## src/rtl/sram_uart_bridge.sv

```systemverilog
// Byte-stream command decoder: turns rx command/address/data bytes into
// single-port SRAM write/read strobes and streams read words back on tx.
module sram_uart_bridge #(
  parameter int DATA_W  = 32,
  parameter int ADDR_W  = 5,
  parameter int RD_LAT  = 1,
  parameter int TIMEOUT = 1024
) (
  input  logic              clk,
  input  logic              rst_n,
  input  logic [7:0]        rx_data_out,
  input  logic              rx_valid,
  output logic              rx_enable,
  output logic              rx_ready,
  input  logic              tx_ready,
  output logic              tx_enable,
  output logic              tx_valid,
  output logic [7:0]        tx_data_in,
  output logic              csb_n,
  output logic              we_n,
  output logic [ADDR_W-1:0] addr,
  output logic [DATA_W-1:0] sram_data_in,
  input  logic [DATA_W-1:0] sram_data_out,
  output logic              err_pulse
);

  localparam int DATA_BYTES = DATA_W / 8;
  localparam int ADDR_BYTES = (ADDR_W + 7) / 8;
  localparam int BC_W       = $clog2(DATA_BYTES + 2);
  localparam int TM_W       = (TIMEOUT > 1) ? $clog2(TIMEOUT + 1) : 1;
  localparam int LAT_W      = (RD_LAT > 1) ? $clog2(RD_LAT) : 1;

  localparam logic [BC_W-1:0]  DB_LAST  = BC_W'(DATA_BYTES - 1);
  localparam logic [BC_W-1:0]  AB_LAST  = BC_W'(ADDR_BYTES - 1);
  localparam logic [TM_W-1:0]  TM_LAST  = (TIMEOUT == 0) ? '0 : TM_W'(TIMEOUT - 1);
  localparam logic [LAT_W-1:0] LAT_LAST = LAT_W'(RD_LAT - 1);

  typedef enum logic [2:0] {IDLE, ADDR, WDATA, WRITE, RREQ, RWAIT, RSEND} state_t;

  state_t            state, state_next;
  logic              cmd_rd;
  logic [7:0]        count;
  logic [ADDR_W-1:0] addr_q;
  logic [BC_W-1:0]   byte_cnt;
  logic [DATA_W-1:0] wbuf, rbuf;
  logic [TM_W-1:0]   timer;
  logic [LAT_W-1:0]  lat_cnt;
  logic              tx_valid_q, err_q, rx_ready_q;
  logic [7:0]        tx_data_q;
  logic              rx_fire, tx_fire, timeout_hit, in_rx_phase;

  always_ff @(posedge clk or negedge rst_n) begin
    if (!rst_n) state <= IDLE;
    else        state <= state_next;
  end

  always_comb begin
    rx_fire     = rx_valid && rx_ready_q;
    tx_fire     = tx_valid_q && tx_ready;
    in_rx_phase = (state == ADDR) || (state == WDATA);
    timeout_hit = (TIMEOUT != 0) && in_rx_phase && !rx_fire && (timer == TM_LAST);
    state_next  = state;
    case (state)
      IDLE:  if (rx_fire) state_next = ADDR;
      ADDR:  begin
        if (timeout_hit)                         state_next = IDLE;
        else if (rx_fire && byte_cnt == AB_LAST) state_next = cmd_rd ? RREQ : WDATA;
      end
      WDATA: begin
        if (timeout_hit)                         state_next = IDLE;
        else if (rx_fire && byte_cnt == DB_LAST) state_next = WRITE;
      end
      WRITE: state_next = (count == 8'd1) ? IDLE : WDATA;
      RREQ:  state_next = RWAIT;
      RWAIT: if (lat_cnt == LAT_LAST) state_next = RSEND;
      RSEND: if (tx_fire && byte_cnt == DB_LAST) state_next = (count == 8'd1) ? IDLE : RREQ;
      default: state_next = IDLE;
    endcase
  end

  always_comb begin
    rx_enable    = rst_n;
    rx_ready     = rx_ready_q;
    tx_enable    = (state == RSEND);
    tx_valid     = tx_valid_q;
    tx_data_in   = tx_data_q;
    csb_n        = !((state == WRITE) || (state == RREQ));
    we_n         = (state != WRITE);
    addr         = addr_q;
    sram_data_in = (state == WRITE) ? wbuf : '0;
    err_pulse    = err_q;
  end

  always_ff @(posedge clk or negedge rst_n) begin
    if (!rst_n) begin
      cmd_rd     <= 1'b0;
      count      <= '0;
      addr_q     <= '0;
      byte_cnt   <= '0;
      wbuf       <= '0;
      rbuf       <= '0;
      timer      <= '0;
      lat_cnt    <= '0;
      tx_valid_q <= 1'b0;
      tx_data_q  <= '0;
      err_q      <= 1'b0;
      rx_ready_q <= 1'b0;
    end else begin
      err_q      <= timeout_hit;
      rx_ready_q <= (state_next == IDLE) || (state_next == ADDR) || (state_next == WDATA);
      timer      <= (in_rx_phase && !rx_fire && !timeout_hit) ? timer + 1'b1 : '0;
      case (state)
        IDLE: if (rx_fire) begin
          cmd_rd   <= rx_data_out[7];
          count    <= {1'b0, rx_data_out[6:0]} + 8'd1;
          byte_cnt <= '0;
        end
        // Address bytes arrive MSB first; shifting in and truncating drops unused upper bits.
        ADDR: if (rx_fire) begin
          addr_q   <= ADDR_W'({addr_q, rx_data_out});
          byte_cnt <= (byte_cnt == AB_LAST) ? '0 : byte_cnt + 1'b1;
        end
        WDATA: if (rx_fire) begin
          wbuf[byte_cnt*8 +: 8] <= rx_data_out;
          byte_cnt              <= (byte_cnt == DB_LAST) ? '0 : byte_cnt + 1'b1;
        end
        WRITE: begin
          addr_q <= addr_q + 1'b1;
          count  <= count - 8'd1;
        end
        RREQ: lat_cnt <= '0;
        RWAIT: begin
          if (lat_cnt == LAT_LAST) begin
            rbuf       <= sram_data_out;
            tx_data_q  <= sram_data_out[7:0];
            tx_valid_q <= 1'b1;
            byte_cnt   <= '0;
          end else begin
            lat_cnt <= lat_cnt + 1'b1;
          end
        end
        RSEND: if (tx_fire) begin
          if (byte_cnt == DB_LAST) begin
            tx_valid_q <= 1'b0;
            byte_cnt   <= '0;
            addr_q     <= addr_q + 1'b1;
            count      <= count - 8'd1;
          end else begin
            byte_cnt  <= byte_cnt + 1'b1;
            tx_data_q <= rbuf[(byte_cnt + 1'b1)*8 +: 8];
          end
        end
        default: ;
      endcase
    end
  end

endmodule
```

## config.mk

```make
export PLATFORM = sky130hd
export DESIGN_NAME = sram_uart_bridge
export DESIGN_NICKNAME = d
export VERILOG_FILES = /design/src/rtl/sram_uart_bridge.sv
export SDC_FILE = /design/constraint.sdc
export NUM_CORES = 1
export LEC_CHECK = 0
export CORE_ASPECT_RATIO = 1.5
export CORE_MARGIN = 3
export CORE_UTILIZATION = 50
export CTS_CLUSTER_SIZE = 30
export DETAILED_ROUTE_END_ITERATION = 12
export HOLD_SLACK_MARGIN = 0.05
export PLACE_DENSITY = 0.79
export SYNTH_ARGS = -nofsm -noshare
export SYNTH_HDL_FRONTEND = slang
export SYNTH_SLANG_ARGS = --single-unit
```

## constraint.sdc

```tcl
create_clock -name clk -period 3.18 [get_ports clk]
set_input_delay 0.636 -clock clk [delete_from_list [all_inputs] [get_ports clk]]
set_output_delay 0.636 -clock clk [all_outputs]
set_load 0.01 [all_outputs]
```

# Word-level counts from Yosys, hierarchy flattened
# Cells that the tools add are included.
# W data, S select, Z words.
# word_totals
inputBits	44
romBits	0
out_inout_bits	52
ram_bits	0
latch_bits	0
ff_bits	107
word_cells	115
mem_count	0
# op_classes
eq_ne	19
multipliers	0
add_sub_neg	8
n_bitwise	1
n_reduce_logical	31
order_cmp	0
shift	3
div	0
muxes	40
# op_table
op	n
$mux W3	16
$mux W8	6
$neg A6 Y34	1
$shift A8 B34 Y32 const A	1
$shiftx A8 B34 Y32	1
$bwmux W32	1
$mux W32	1
$shiftx A32 B8 Y8	1
$pmux W8 S3	1
$pmux W3 S7	1
$pmux W8 S2	1
$reduce_and A4 Y1	4
$mux W5	3
$pmux W3 S5	1
$pmux W5 S3	1
$eq A3 B2 Y1 const B	4
$add A11 B1 Y11 const B	1
$eq A11 B10 Y1 const B	1
$mux W11	1
$ne A2 B2 Y1 const B	5
$eq A3 B3 Y1 const B	3
$logic_not A3 Y1	3
$add A7 B1 Y8 const B	1
$eq A8 B1 Y1 const B	1
other kinds (20)	42

# Logic depth before layout (Yosys ltp)
# Gate-level depths: netlist of run 1.
# depth
word_depth	9
depth_mapped	9
depth_no_buf	8

# Worst setup path before layout of run 1
# No wires, ideal clock.
# synth_timing
path_kind	flip-flop to flip-flop
start	register byte_cnt[1]
end	register wbuf[0]
synth_period_minus_slack_ns	2.114
t_required_ns	3.055
setup_slack_ns	1.066
setup_ns	0.125
n_path_buf	1
path_stages_with_launch	8
arrival_ns	1.990
path_cell_list	dfrtp_1 -> buf_2 -> inv_1 -> ha_1 -> ha_1 -> nor3_1 -> nand4_1 -> mux2_2
# synth_between
elab_chain_cells	3
elab_cells_between_ends	4
classes_between	add/sub: 1; shift: 2; mux: 1
# synth_lines
item	line_no	source
start, declared	44	logic [BC_W-1:0] byte_cnt;
start signal, assigned	121	byte_cnt <= (byte_cnt == AB_LAST) ? '0 : byte_cnt + 1'b1;
start signal, assigned	125	byte_cnt <= (byte_cnt == DB_LAST) ? '0 : byte_cnt + 1'b1;
start signal, assigned	149	byte_cnt <= byte_cnt + 1'b1;
$neg A6 Y34 *	124	wbuf[byte_cnt*8 +: 8] <= rx_data_out;
$shiftx A8 B34 Y32 / $shift A8 B34 Y32 (equally long branches)	124	
$bwmux W32 *	124	
end signal, assigned by index	124	
end, declared	45	logic [DATA_W-1:0] wbuf, rbuf;
# Mark *: on every way between the ends. The rest lies on a longest branch, timed or not.
# A chain may end at the register's enable or synchronous reset.

# Worst setup path after layout of run 1
# layout_timing
start	register state[1]
end	output port sram_data_in[16]
# layout_between
elab_chain_cells	2
# layout_lines
item	line_no	source
start, declared	40	state_t state, state_next;
start signal, assigned	54	else state <= state_next;
$eq A3 B2 Y1	90	sram_data_in = (state == WRITE) ? wbuf : '0;
$mux W32	90	
end, declared	22	output logic [DATA_W-1:0] sram_data_in,
# No other way between the ends.

==> out/summary.txt, run 1 <==
DIE HEIGHT = 129 um
DR pass1 iterations = 4
Worst-margin pin slew = 0.763 ns
Post-synth top flop = dfrtp_1
CP Class = flop to primary output
Worst slack, placed = 0.605 ns
TritonCTS clock tree = yes
Clk slew on worst S/H paths = 0.07 ns
Average size of a mapped cell = 9.93 sq um
CTS resizes = 0
Main area contributors after synthesis = dfrtp_1 (49%), mux2_2 (7.4%), o21ai_0 (4.6%)
Via density per instance = 5.71
Layout cell share with drive strength beyond 1 = 0.117
Synth top area share = 0.486
Most frequent cells in the layout = dfrtp_1 (98), clkdlybuf4s50_1 (94), nand2_1 (59), o21ai_0 (46), and2_1 (34)
Final-stage net count = 654
Setup TNS = 0 ns
Clk_lat worst skew = 0.35 ns
Root buffer cell = clkbuf_16
Setup crit end kind = primary output
Max Root-Sink Buffers = 2
Total Routing Usage GR = 0.218
Placed cell count = 698
Startpoint Class = flop
Ant. Diodes = 0
Sequential cell area fraction in the yosys report = 0.486
Tcrit/Tclk final = 0.906
Syn Inst Count = 508
RSZ-0062 raised after global routing = false
Final Total Pwr = 4.98 mW
Total grt overflow = 0
Vias in the first global route = 4089
Initial core utilization = 0.518
Core box area = 9740 sq um
Cell family with most CP delay = buffers and inverters
Commonest non-fill, non-tap cell in the layout = dfrtp_1
# port buffers = 95
Post-route cell area = 6350 sq um
Worst Hold Class = input pin to asynchronous set/reset pin
Final WS setup = 0.298 ns
Placed cell area = 6070 sq um
IR drop worst, VDD = 0.000493 V
Die X-Extent = 88.0 um
First-pass GRT wire length = 19300 um
Initial DRC count = 213
Tmin final = 2.88 ns
Number of cell rows = 44
Post-CTS Setup Inserts = 0
Crit Path Max Fanout = 32
Largest net degree at the start of global routing = 63
Clock Sinks = 98
Post-synth top area cell = dfrtp_1
Hold Vio Cnt, Final = 0
P_leak = 2.71 nW
Initial antenna violation count = 0
Hold-fix buffer count after cts = 0
Arr. time, crit path = 2.25 ns
Detailed Route WL = 11700 um
Synth Warn # = 0
DR WL/cell = 16.4 um
Final Non-Filler Cells = 714
GPL Wtd Cong = 0.854
Share of flip-flops with an asynchronous set or reset = 1.00
Setup-failing EPs final = 0
Maximum Capacitance Violations = 0
Relative slew slack = 0.491
WP buf/inv = 2
Max Slew Vio Count = 0
Num CTS Buffers = 9
Max incr delay on CP = 0.54 ns
Run status = complete, no violations
DRC violations left = 0
H-tree depth = 3
Pwr per Cell Area = 784 nW/um^2
#FFs+latches synth = 98
Die ar. = 11400 sq um
Routed Antenna Nets = 0
Synthesized area = 5040 sq um
Post-Syn Nets = 568
Worst-path cell chain = ha_1, nor2b_2, buf_4, and2_1, clkdlybuf4s50_1
Hpwl dp = 8530 um
Fmax = 0.347 GHz
Fillcell total = 772
Crit path required time = 2.54 ns
Synth cell types = 54
Vias after detailed routing = 4078
Worst Skew = 0.00948 ns
Number of synthesized flops with an enable pin = 0
Critical Path Slowest Stage Cell = clkdlybuf4s50_1
Number of top-level pins = 96
Synth-to-layout area growth = 26.0%
layer usage:
layer | global-route usage | vias to the layer above | share of wire | routed length [um]
li1 | - | 1938 | - | -
met1 | 0.264 | 1959 | 0.40 | 4650
met2 | 0.365 | 149 | 0.51 | 6020
met3 | 0.0483 | 32 | 0.062 | 732
met4 | 0.102 | 0 | 0.028 | 332
met5 | 0 | - | 0 | 0
worst reg2reg max path: stages (launching register included):
cell and delay [ns]:
dfrtp_1 0.56, inv_1 0.16, ha_1 0.24, ha_1 0.31
nor3_1 0.19, nand4_1 0.44, mux2_2 0.44
cells in the mapped netlist, types with 2 or more instances:
| library cell | number |
|---|---|
| dfrtp_1 | 98 |
| nand2_1 | 59 |
| o21ai_0 | 46 |
| and2_1 | 34 |
| mux2_2 | 33 |
| nor2_1 | 33 |
| a21oi_1 | 20 |
| nand3_1 | 20 |
| inv_1 | 18 |
| ha_1 | 16 |
| buf_2 | 13 |
| clkbuf_1 | 12 |
| mux2i_1 | 12 |
| a22oi_1 | 10 |
| nor3_1 | 10 |
| a22o_1 | 8 |
| xnor2_1 | 7 |
| xor2_1 | 6 |
| and3_1 | 5 |
| o22ai_1 | 5 |
| nand2b_1 | 3 |
| a31oi_1 | 2 |
| nand2_2 | 2 |
| nand4_1 | 2 |
| nor2b_1 | 2 |
| nor3b_1 | 2 |
| nor4_1 | 2 |
| o22a_1 | 2 |
path summary, 6_finish.rpt:
path | start | end | slack [ns] | cells past startpoint
max | state[1] | sram_data_in[16] | 0.30 | 5
min | rst_n | count[6] | 0.32 | 2
max reg2reg | byte_cnt[0] | wbuf[6] | 0.73 | 6
min reg2reg | wbuf[26] | wbuf[26] | 0.47 | 2
max in group asynchronous | rst_n | err_pulse | 1.72 | 3
min in group clk | wbuf[26] | wbuf[26] | 0.47 | 2
cells by family after synthesis:
group / share of synthesized area
muxes: 0.0975
adders and majority gates: 0.0397
DFF: 0.486
AOI/OAI and AO/OA: 0.133
and+or+nand+nor: 0.184
xor gates and xnor gates: 0.0226
buffers and inverters: 0.0374
power breakdown:
| group | internal [mW] | switching [mW] |
|---|---|---|
| logic | 0.943 | 1.07 |
| clock network | 0.544 | 0.497 |
| registers | 1.64 | 0.284 |
| total | 3.13 | 1.85 |
registers in the layout (all words and copies together) (netlist names), 3 cells and up:
name	cells
count	8
wbuf	32
timer	11
byte_cnt	3
state	3
addr	5
tx_data_in	8
rbuf	24
metrics by stage:
step | hold slack [ns] | utilization
after global routing | 0.352 | 0.652
after floorplan | 0.340 | -
after CTS | 0.334 | 0.652
after detailed placement | 0.463 | 0.623
final | 0.321 | 0.652
after global placement | 0.455 | 0.623
area by class of cell:
cell class              instances  area, sq um  share of cell area
well taps                     115          144              0.0226
inverters                      18         67.6              0.0106
repair buffers                102         1000               0.158
multi-input cells             365         2410               0.379
flip-flops and latches         98         2450               0.386
clock inverters                 7         58.8             0.00925
clock buffers                   9          225              0.0354
(Power assumes the default switching activity.)
==> run 2: changes to the inputs <==
--- a/config.mk
+++ b/config.mk
@@ -11,7 +11,7 @@
 export CTS_CLUSTER_SIZE = 30
 export DETAILED_ROUTE_END_ITERATION = 12
 export HOLD_SLACK_MARGIN = 0.05
-export PLACE_DENSITY = 0.79
+export PLACE_DENSITY = 0.77
 export SYNTH_ARGS = -nofsm -noshare
 export SYNTH_HDL_FRONTEND = slang
 export SYNTH_SLANG_ARGS = --single-unit
==> run 2 against run 1 <==
Critical path type unchanged. Utilization grew 0.077 points. Die area is the same. Clock skew shrank 0.0029 ns. Cell count shrank 0.28%. Final area grew 0.12%. Largest power group unchanged. Worst hold slack gained 0.068 ns. First-iteration DRC count grew 17%. Via count shrank 0.22%. Global-route usage grew 0.37 points. Clock-buffer cell count grew 1. Routed wire length grew 3.2%.
==> out/summary.txt, run 2 (synthesized netlist as in run 1, its figures left out) <==
Setup crit end kind = primary output
Worst R2R Start = byte_cnt[1]
Final-stage net count = 654 (unchanged)
DR pass1 iterations = 5 (+1)
Clock Sinks = 98 (unchanged)
Ant. Diodes = 0 (unchanged)
Run status = complete, no violations
Worst Hold Class = input pin to asynchronous set/reset pin
Worst-path cell chain = inv_1, ha_1, nand2_1, inv_1, clkdlybuf4s50_1
Proportion of power drawn by combinational gates = 0.402 (-0.002)
Total grt overflow = 0 (unchanged)
Largest Register = wbuf
Post-CTS Setup Inserts = 0 (unchanged)
Via density per instance = 5.71 (about the same)
Vias after detailed routing = 4069 (-0.22%)
Max FFs per register = 32 (unchanged)
Num CTS Buffers = 9 (unchanged)
Core box area = 9740 sq um (unchanged)
Largest regs = wbuf: 32 flops, rbuf: 24 flops, timer: 11 flops
Fmax = 0.358 GHz (+3.2%)
CP Class = flop to primary output
Clk slew on worst S/H paths = 0.06 ns (about the same)
Most frequent cells in the layout = dfrtp_1 (98), clkdlybuf4s50_1 (94), nand2_1 (59), o21ai_0 (46), and2_1 (34)
Final WS setup = 0.387 ns (+0.0891 ns)
Hpwl dp = 8620 um (+1.1%)
Sequential Power Share = 0.383 (-0.004)
Arr. time, crit path = 2.16 ns (-0.09 ns)
# port buffers = 95 (unchanged)
IR drop worst, VDD = 0.000503 V (+2.0%)
Root buffer cell = clkbuf_16
Worst path most repeated cell = inv_1
Number of cell rows = 44 (unchanged)
Routed Antenna Nets = 0 (unchanged)
DRC violations left = 0 (unchanged)
Tcrit/Tclk final = 0.878 (-0.0280)
R2R Setup Slk = 0.76 ns (+0.03 ns)
Startpoint Class = flop
Vias in the first global route = 3922 (-4.1%)
DR WL/cell = 17.0 um (+3.5%)
P_leak = 2.72 nW (+0.22%)
H-tree depth = 3 (unchanged)
Commonest non-fill, non-tap cell in the layout = dfrtp_1
Maximum Capacitance Violations = 0 (unchanged)
Crit Path Max Fanout = 11 (-66%)
Int Power = 3.21 mW (+2.6%)
Worst slack, placed = 0.610 ns (+0.00561 ns)
Max Slew Vio Count = 0 (unchanged)
Largest net degree at the start of global routing = 52 (-17%)
FF-to-FF End = addr[2]
Tmin final = 2.79 ns (-0.0891 ns)
Number of top-level pins = 96 (unchanged)
Die X-Extent = 88.0 um (unchanged)
Max incr delay on CP = 0.56 ns (+0.02 ns)
First-pass GRT wire length = 19300 um (+0.21%)
GPL Wtd Cong = 0.833 (-2.4%)
Clock network fraction of design power = 0.215 (+0.006)
Clk_lat worst skew = 0.34 ns (about the same)
Layout cell share with drive strength beyond 1 = 0.114 (-0.00296)
Detailed Route WL = 12100 um (+3.2%)
Total Routing Usage GR = 0.221 (+0.00371)
Worst-margin pin slew = 0.673 ns (-0.0907 ns)
Max Root-Sink Buffers = 2 (unchanged)
Die ar. = 11400 sq um (unchanged)
Pwr per Cell Area = 790 nW/um^2 (+0.84%)
Switch share = 0.362 (-0.0102)
Initial core utilization = 0.518 (unchanged)
Synth-to-layout area growth = 26.1%
Relative slew slack = 0.551 (+0.0595)
DIE HEIGHT = 129 um (unchanged)
Crit path required time = 2.54 ns (about the same)
Critical Path Slowest Stage Cell = clkdlybuf4s50_1
Setup-failing EPs final = 0 (unchanged)
RSZ-0062 raised after global routing = false
Hold-fix buffer count after cts = 0 (unchanged)
Register-to-Register Path Depth = 8 (+2)
Setup TNS = 0 ns (unchanged)
TritonCTS clock tree = yes
Hold Vio Cnt, Final = 0 (unchanged)
Initial DRC count = 250 (+17%)
Worst Skew = 0.00655 ns (-0.00292 ns)
Initial antenna violation count = 0 (unchanged)
CTS resizes = 0 (unchanged)
P_sw = 1.82 mW (-1.8%)
run 2: cell count changes in the layout (fill, tap and decap cells not counted), sizes merged:
cell      delta
bufinv       +1
clkbuf       +1
clkinvlp     -1
inv          -3
run 2: area by class of cell:
type	count	area (sq um)
fill	776	3380
sequential	98	2450
multi-input combinational	365	2410
timing repair buffer	102	1000
clock buffer	10	239
tap	115	144
inverter	18	67.6
clock inverter	4	52.6
run 2: power by group through the flow:
stage,logic (mW),registers (mW),clock network [mW]
after floorplan,1.36,1.91,0
after global placement,1.95,1.92,0
after detailed placement,2.01,1.94,0
after CTS,2.02,1.92,1.10
after global routing,2.24,1.98,1.15
final,2.02,1.93,1.08
run 2: how the worst max path moves through the flow:
stage	slack (ns)	to	startpoint
final	0.39	tx_enable	state[0]
after global routing	0.29	tx_enable	state[0]
after CTS	0.40	tx_enable	state[0]
after detailed placement	0.61	byte_cnt[0]	rx_valid
after global placement	0.69	byte_cnt[0]	rx_valid
after floorplan	1.07	wbuf[0]	byte_cnt[1]
run 2: critical path: cells and delay by family, from the launching register on:
family / cells / cell delay (ns)
AND/OR/NAND/NOR: 1 / 0.14
buffers and inverters: 3 / 0.78
flip-flops: 1 / 0.42
adder cells (fa/ha/maj): 1 / 0.47
run 2: through the flow:
step	cell area (sq um)	hold WS, ns	instances	power, mW	utilization
floorplan	5040	0.340	508	3.27	-
finish	6360	0.389	712	5.03	0.653
global placement	6070	0.455	698	3.87	0.623
detailed placement	6070	0.463	698	3.95	0.623
global route	6360	0.428	712	5.37	0.653
CTS	6360	0.415	712	5.05	0.653
run 2: layer usage:
metal,track usage,up-vias,routed length (um)
met5,0,-,0
li1,-,1936,-
met3,0.0503,20,721
met1,0.277,1957,4900
met2,0.372,156,6260
met4,0.0827,0,242
==> run 3: changes to the inputs <==
--- a/config.mk
+++ b/config.mk
@@ -6,7 +6,7 @@
 export NUM_CORES = 1
 export LEC_CHECK = 0
 export CORE_ASPECT_RATIO = 1.5
-export CORE_MARGIN = 3
+export CORE_MARGIN = 1.5
 export CORE_UTILIZATION = 50
 export CTS_CLUSTER_SIZE = 30
 export DETAILED_ROUTE_END_ITERATION = 12
==> run 3 against run 2 <==
The run now ends with design-rule violations left. Utilization up 0.13 points. Non-clock buffer count unchanged. Critical path depth is 1 lower. Worst setup slack got worse by 0.063 ns. Power grew 0.12%. Largest power group unchanged.
==> out/summary.txt, run 3 (synthesized netlist as in run 1, its figures left out) <==
Tmin final = 2.86 ns (+0.0626 ns)
Post-route cell area = 6370 sq um (+0.20%)
Commonest non-fill, non-tap cell in the layout = dfrtp_1
Layout cell share with drive strength beyond 1 = 0.115 (+0.00129)
Post-CTS Setup Inserts = 0 (unchanged)
IR drop worst, VDD = 0.000468 V (-7.0%)
Total Routing Usage GR = 0.227 (+0.00562)
DR pass1 iterations = 9 (+4)
Detailed Route WL = 11600 um (-4.2%)
DIE HEIGHT = 126 um (-2.3%)
Max Slew Vio Count = 0 (unchanged)
Clock Sinks = 98 (unchanged)
Largest net degree at the start of global routing = 59 (+13%)
Clk_lat worst skew = 0.34 ns (about the same)
Num CTS Buffers = 9 (unchanged)
Hpwl dp = 8560 um (-0.69%)
Setup crit end kind = primary output
Crit path required time = 2.54 ns (about the same)
TritonCTS clock tree = yes
Routed Antenna Nets = 0 (unchanged)
GPL Wtd Cong = 0.857 (+2.9%)
Placed cell area = 6070 sq um (unchanged)
Initial DRC count = 228 (-8.8%)
Largest Register = wbuf
Initial core utilization = 0.518 (unchanged)
P_leak = 2.72 nW (+0.20%)
Total grt overflow = 0 (unchanged)
Number of cell rows = 44 (unchanged)
Max FFs per register = 32 (unchanged)
Ant. Diodes = 0 (unchanged)
Core box area = 9740 sq um (unchanged)
Maximum Capacitance Violations = 0 (unchanged)
Worst Hold Class = input pin to asynchronous set/reset pin
Max Root-Sink Buffers = 2 (unchanged)
Initial antenna violation count = 0 (unchanged)
Final-stage net count = 654 (unchanged)
DRC violations left = 8 (+8)
Pwr per Cell Area = 790 nW/um^2 (about the same)
Placed cell count = 698 (unchanged)
Vias in the first global route = 4092 (+4.3%)
RSZ-0062 raised after global routing = false
Setup TNS = 0 ns (unchanged)
Hold WS = 0.358 ns (-0.0317 ns)
H-tree depth = 3 (unchanged)
Worst-margin pin slew = 0.716 ns (+0.0436 ns)
Most frequent cells in the layout = dfrtp_1 (98), clkdlybuf4s50_1 (94), nand2_1 (59), o21ai_0 (46), and2_1 (34)
Run status = finished with violations
Vias after detailed routing = 4063 (-0.15%)
Fmax = 0.350 GHz (-2.2%)
Clk slew on worst S/H paths = 0.07 ns (about the same)
CP Class = flop to primary output
CTS resizes = 0 (unchanged)
Failing checks = design-rule violations
Startpoint Class = flop
Root buffer cell = clkbuf_16
Die X-Extent = 85.0 um (-3.4%)
Crit Path Max Fanout = 36 (+25)
Arr. time, crit path = 2.22 ns (+0.06 ns)
Register-to-Register Path Depth = 6 (-2)
Final Non-Filler Cells = 714 (+0.28%)
Worst-path cell chain = nor2b_2, buf_4, a21oi_1, clkdlybuf4s50_1
# port buffers = 95 (unchanged)
Die ar. = 10700 sq um (-5.7%)
Hold Vio Cnt, Final = 0 (unchanged)
Largest regs = wbuf: 32 flops, rbuf: 24 flops, timer: 11 flops
Relative slew slack = 0.522 (-0.0281)
Tcrit/Tclk final = 0.898 (+0.0197)
DR WL/cell = 16.3 um (-4.4%)
Setup-failing EPs final = 0 (unchanged)
Synth-to-layout area growth = 26.4%
Via density per instance = 5.69 (-0.43%)
Final Total Pwr = 5.03 mW (+0.12%)
Worst Skew = 0.00493 ns (-0.00162 ns)
Critical Path Slowest Stage Cell = dfrtp_1
Number of top-level pins = 96 (unchanged)
Hold-fix buffer count after cts = 0 (unchanged)
Max incr delay on CP = 0.76 ns (+0.20 ns)
First-pass GRT wire length = 19300 um (about the same)
## run 3: worst max-delay path: cells and delay by family, from the launching register on
family	cells	cell delay, ns
buffers and inverters	2	0.82
DFF	1	0.76
AOI/OAI and AO/OA	1	0.20
and+or+nand+nor	1	0.09
## run 3: routing by layer
| layer | vias to the layer above | track usage | part of all wire |
|---|---|---|---|
| li1 | 1934 | - | - |
| met1 | 1977 | 0.267 | 0.40 |
| met2 | 128 | 0.398 | 0.53 |
| met3 | 24 | 0.0413 | 0.052 |
| met4 | 0 | 0.104 | 0.028 |
| met5 | - | 0 | 0 |
## run 3: worst paths after layout
kind	to	from	slack, ns
max	csb_n	state[2]	0.32
max reg2reg	wbuf[0]	byte_cnt[0]	0.73
min	count[4]	rst_n	0.36
min in group clk	wbuf[28]	wbuf[28]	0.47
max in group asynchronous	wbuf[11]	rst_n	1.71
min reg2reg	wbuf[28]	wbuf[28]	0.47
## run 3: layout make-up
class / instances / area, sq um
Fill cell: 786 / 3370
Sequential cell: 98 / 2450
Multi-Input combinational cell: 365 / 2410
Timing Repair Buffer: 102 / 1000
Clock buffer: 11 / 243
Tap cell: 115 / 144
Inverter: 18 / 67.6
Clock inverter: 5 / 61.3
## run 3: stage by stage
step / utilization / setup slack, ns
floorplan: - / 1.07
global placement: 0.623 / 0.701
detailed placement: 0.623 / 0.660
CTS: 0.654 / 0.320
global route: 0.654 / 0.248
finish: 0.654 / 0.324
## run 3: report_power, final
group	internal (mW)	total, mW	switching [mW]
sequential	1.64	1.95	0.308
combinational	0.940	1.98	1.04
clock	0.636	1.10	0.468
